--- config.mk ---
export PLATFORM = sky130hd
export DESIGN_NAME = sec32_check_encoder
export DESIGN_NICKNAME = d
export VERILOG_FILES = /design/src/rtl/sec32_check_encoder.sv
export SDC_FILE = /design/constraint.sdc
export NUM_CORES = 1
export LEC_CHECK = 0
export BUFFER_PORTS_ARGS = -buffer_cell sky130_fd_sc_hd__buf_2
export CAP_MARGIN = 20
export CORE_MARGIN = 3
export CORE_UTILIZATION = 47
export CTS_BUF_LIST = sky130_fd_sc_hd__clkbuf_16
export DETAILED_ROUTE_END_ITERATION = 6
export PLACE_DENSITY = 0.69
export SKIP_CTS_REPAIR_TIMING = 1
export SYNTH_ARGS = -nofsm -noshare
export SYNTH_HDL_FRONTEND = slang
export SYNTH_SLANG_ARGS = --single-unit
--- constraint.sdc ---
create_clock -name clk -period 3.3 [get_ports clk]
set_clock_uncertainty 0.15 [all_clocks]
set_input_delay 0.66 -clock clk [delete_from_list [all_inputs] [get_ports clk]]
set_output_delay 0.66 -clock clk [all_outputs]
set_load 0.05 [all_outputs]
--- src/rtl/sec32_check_encoder.sv ---
// sec32_check_encoder: transmit-side SEC check-bit encoder for the 32-bit c1355-class codeword.
// Valid/ready pipeline of 1 or 2 stages, with a one-shot single-bit fault injector at the output stage.
module sec32_check_encoder #(
   parameter int PIPE_DEPTH = 2,
   parameter int CNT_W      = 16
) (
   input  logic             clk,
   input  logic             rst_n,
   input  logic             in_valid,
   output logic             in_ready,
   input  logic [31:0]      in_data,
   output logic             out_valid,
   input  logic             out_ready,
   output logic [31:0]      out_data,
   output logic [7:0]       out_check,
   input  logic             inj_arm,
   input  logic [5:0]       inj_pos,
   output logic             inj_busy,
   output logic [CNT_W-1:0] word_cnt
);
   // Entry k lists the data bits whose XOR forms check bit k.
   localparam logic [7:0][31:0] CHECK_MASK = {
      32'h8888_F0F0, 32'h4444_0F0F, 32'h2222_FF00, 32'h1111_00FF,
      32'hF0F0_8888, 32'h0F0F_4444, 32'hFF00_2222, 32'h00FF_1111
   };

   typedef enum logic {IDLE, ARMED} inj_state_t;

   inj_state_t  inj_state;
   logic [5:0]  inj_pos_q;
   logic        accept;
   logic        out_adv;
   logic        acc_flip;
   logic [5:0]  acc_pos;
   logic        feed_valid;
   logic [31:0] feed_data;
   logic [7:0]  feed_check;
   logic        feed_flip;
   logic [5:0]  feed_pos;
   logic [39:0] flip_mask;

   assign accept   = in_valid && in_ready;
   assign out_adv  = !out_valid || out_ready;
   assign inj_busy = (inj_state == ARMED);
   assign acc_flip = (inj_state == ARMED) || inj_arm;
   assign acc_pos  = (inj_state == ARMED) ? inj_pos_q : inj_pos;

   generate
      if (PIPE_DEPTH == 2) begin : g_two_stage
         logic            s1_valid;
         logic [31:0]     s1_data;
         logic [7:0][7:0] s1_part;
         logic            s1_flip;
         logic [5:0]      s1_pos;
         logic [7:0][7:0] part;

         // Per-nibble partial parity of each check group, reduced in the output stage.
         always_comb begin
            part = '0;
            for (int k = 0; k < 8; k++) begin
               for (int n = 0; n < 8; n++) begin
                  part[k][n] = ^(in_data[4*n +: 4] & CHECK_MASK[k][4*n +: 4]);
               end
            end
         end

         always_ff @(posedge clk or negedge rst_n) begin
            if (!rst_n) begin
               s1_valid <= 1'b0;
               s1_data  <= '0;
               s1_part  <= '0;
               s1_flip  <= 1'b0;
               s1_pos   <= '0;
            end else if (in_ready) begin
               s1_valid <= in_valid;
               if (in_valid) begin
                  s1_data <= in_data;
                  s1_part <= part;
                  s1_flip <= acc_flip;
                  s1_pos  <= acc_pos;
               end
            end
         end

         always_comb begin
            feed_check = '0;
            for (int k = 0; k < 8; k++) begin
               feed_check[k] = ^s1_part[k];
            end
         end

         assign in_ready   = !s1_valid || out_adv;
         assign feed_valid = s1_valid;
         assign feed_data  = s1_data;
         assign feed_flip  = s1_flip;
         assign feed_pos   = s1_pos;
      end else begin : g_one_stage
         always_comb begin
            feed_check = '0;
            for (int k = 0; k < 8; k++) begin
               feed_check[k] = ^(in_data & CHECK_MASK[k]);
            end
         end

         assign in_ready   = out_adv;
         assign feed_valid = in_valid;
         assign feed_data  = in_data;
         assign feed_flip  = acc_flip;
         assign feed_pos   = acc_pos;
      end
   endgenerate

   always_comb begin
      flip_mask = '0;
      if (feed_flip && (feed_pos < 6'd40)) begin
         flip_mask[feed_pos] = 1'b1;
      end
   end

   always_ff @(posedge clk or negedge rst_n) begin
      if (!rst_n) begin
         out_valid <= 1'b0;
         out_data  <= '0;
         out_check <= '0;
      end else if (out_adv) begin
         out_valid <= feed_valid;
         if (feed_valid) begin
            {out_check, out_data} <= {feed_check, feed_data} ^ flip_mask;
         end
      end
   end

   // An arm coinciding with an accept is consumed by that word and never reaches ARMED.
   always_ff @(posedge clk or negedge rst_n) begin
      if (!rst_n) begin
         inj_state <= IDLE;
         inj_pos_q <= '0;
      end else begin
         case (inj_state)
            IDLE: begin
               if (inj_arm && !accept) begin
                  inj_state <= ARMED;
                  inj_pos_q <= inj_pos;
               end
            end
            ARMED: begin
               if (accept) begin
                  inj_state <= IDLE;
               end
            end
            default: inj_state <= IDLE;
         endcase
      end
   end

   always_ff @(posedge clk or negedge rst_n) begin
      if (!rst_n) begin
         word_cnt <= '0;
      end else if (accept) begin
         word_cnt <= word_cnt + CNT_W'(1);
      end
   end

endmodule

==> flow_summary_export.csv <==
group,metric,value,unit
outcome,status,"finished clean",
grt,antenna_found_initial,0,
clocking,clockBufferDepth,2,
logic_synthesis,synthesis.instances,565,
logic_synthesis,ys_warn_count,0,
detailed_routing,post-route-drc-count,0,
detailed_routing,initialDrtViolationCount,238,
run,maxCapViolCount,0,
sta,setup_viol,0,
floorplan,io_pins,102,
detailed_routing,wl_met3,614,µm
floorplan,start_util,49.55,%
grt,grt_pass1_vias,3899,
placed_design,gp_congestion,0.8623,
clocking,cts_root_buf,"clkbuf_16",
clocking,clock_sinks,112,
clocking,cts_max_level,3,
detailed_routing,met2WireLength,5377,µm
detailed_routing,vias_per_cell,4.999,
critical_path,worstPathRequired,2.49,ns
power,ir_drop,0.0006748,V
logic_synthesis,synth_edf_count,0,
sta,tns,0,ns
logic_synthesis,yosys_most_used_dff,"dfrtp_1",
grt,grt_overflow,0,
min_path,min_path_type,"reg2reg",
detailed_routing,vias,4009,
detailed_routing,drt_pass1_iterations,4,
grt,track_usage,18.82,%
sta,whs,0.3209,ns
final_layout,diodes,0,
floorplan,die_area,13060,µm²
placed_design,dpl_cell_area,6135,µm²
logic_synthesis,synthArstFlopShare,100.0,%
detailed_routing,wl_met1,5543,µm
sta,fin_crit_sh,67.19,%
detailed_routing,wl_per_cell,14.61,µm
floorplan,num_rows,38,
critical_path,cp_max_fo,7,
sta,relSlewSlack,34.55,%
floorplan,die_height,114.3,µm
logic_synthesis,synth.avg_cell_area,9.757,µm²
sta,final_max_slew_viol_count,0,
critical_path,crit_arrival,1.41,ns
final_layout,drive_gt1_share,20.24,%
sta,tightest_slew,0.9818,ns
placed_design,io_buffers,101,
sta,fin_crit,2.217,ns
detailed_routing,ant_nets,0,
final_layout,post-route-util,57.79,%
logic_synthesis,seq_area_frac_synth,50.84,%
sta,max_freq,451.0,MHz
final_layout,areaGrowthSynthToFinish,16.64,%
grt,grt_first_pass_wirelength,19140,µm
power,leakagePower,3.033,nW
sta,rsz0062_at_grt,"no",
critical_path,critical_path.endpoint_type,"output pin",
clocking,insertion_delay,0.35,ns
power,powerDensity,736.6,nW/µm²
clocking,cts-buffers-inserted,9,
logic_synthesis,ys_types,38,
logic_synthesis,synthesis.area,5513,µm²
detailed_routing,highest_layer,"met4",
final_layout,post-route-cell-area,6430,µm²
floorplan,fp.dieW,114.3,µm
grt,grt_max_degree,81,
clocking,cts_tree,"done",
critical_path,path_class,"in2out",
logic_synthesis,synth_nets,609,
floorplan,core,11130,µm²
placed_design,dp_hpwl,9140,µm
final_layout,num-nets-final,701,
clocking,clk_pin_slew,0.07,ns
sta,hold_violations,0,
critical_path,start_kind,"input port",
logic_synthesis,ys_ff_latch,112,
detailed_routing,wirelength,11720,µm
## synth_stat cells, types with 3 or more instances
library cell    n  area (µm²)
xor2_1         24       210.2
nand3_1         4       20.02
xnor3_1         8       180.2
nor3b_1         3       22.52
nand2_1       176       660.6
xnor2_1        79       691.9
nor2b_1         3       18.77
mux2_2          6       67.56
nand3b_1        3       22.52
clkbuf_1       21       78.83
o21ai_0        54       270.3
mux2i_1         6       60.06
nor3_1          5       25.02
nand4bb_1       3       33.78
dfrtp_1       112        2803
nand4_1         5       31.28
nand2b_1        3       18.77
nor2_1         26       97.59
## layout make-up
class	instances	area, µm²
sequential	112	2803
clock inverter	7	70.07
multi-input combinational	424	2592
tap	140	175.2
fill	995	4696
clock buffer	9	225.2
timing repair buffer	107	553.0
inverter	3	11.26
## worst paths after layout
path                       slack [ns]             to  cells past startpoint    startpoint
max                              1.08       in_ready                      4     out_ready
min                              0.32   word_cnt[15]                      1  word_cnt[15]
max reg2reg                      1.33    out_data[1]                      4   feed_pos[4]
min reg2reg                      0.32   word_cnt[15]                      1  word_cnt[15]
max in group asynchronous        1.86  feed_data[29]                      2         rst_n
min in group asynchronous        0.33    out_data[6]                      1         rst_n
## placed cells by master, fill, tap and decap left out, types with 2 or more instances in the layout
| cell | instances |
|---|---|
| nand3_1 | 4 |
| nand4bb_1 | 3 |
| nand4_1 | 5 |
| nand3b_1 | 3 |
| nor2_1 | 26 |
| nor2b_1 | 3 |
| clkinvlp_4 | 2 |
| nor4b_1 | 2 |
| nor3_1 | 5 |
| nand2_1 | 174 |
| buf_4 | 7 |
| inv_6 | 2 |
| dfrtp_1 | 112 |
| clkinv_1 | 2 |
| mux2i_1 | 6 |
| buf_2 | 100 |
| inv_1 | 2 |
| xnor2_1 | 79 |
| nand2_2 | 2 |
| clkbuf_16 | 9 |
| nand2b_1 | 3 |
| mux2_2 | 6 |
| and4bb_2 | 2 |
| o21ai_0 | 54 |
| nor3b_1 | 3 |
| xnor3_1 | 8 |
| xor2_1 | 24 |
## registers in the layout, summed over array words and instances (netlist names), 6 cells and up
register	flops
inj_pos_q	6
out_check	8
word_cnt	16
feed_data	32
out_data	32
feed_pos	6
g_two_stage.s1_part	8
## logic make-up after synthesis
group / share of synthesized area, %
buffers and inverters: 2.224
AND/OR/NAND/NOR: 19.77
multiplexers: 2.315
adder cells (fa/ha/maj): 0.2269
XOR/XNOR: 19.63
flip-flops: 50.84
AO/OA/AOI/OAI: 4.993
## routing by layer
layer / up-vias / track usage, %
met5: - / 0
met4: 0 / 6.492
met3: 15 / 3.647
met2: 102 / 28.96
met1: 1880 / 26.81
li1: 2012 / -
## power by group
group	switching, W	total, W	internal [W]	leakage [nW]
combinational	0.00111	0.00173	0.000625	1.51
clock	0.000490	0.00108	0.000589	0.138
sequential	0.000275	0.00192	0.00165	1.38
## per-stage QoR
step	total power [W]	cells	worst slack, ns
final	0.004736	802	1.083
after global routing	0.004977	802	1.023
after CTS	0.004776	802	1.083
after detailed placement	0.003692	786	0.9190
after global placement	0.003655	786	0.9638
after floorplan	0.003243	565	0.9685
## critical path: stages
cell and delay (ns):
buf_2 0.10, and3b_1 0.33, inv_2 0.09, buf_2 0.22
Power figures use the tool's default switching activity.
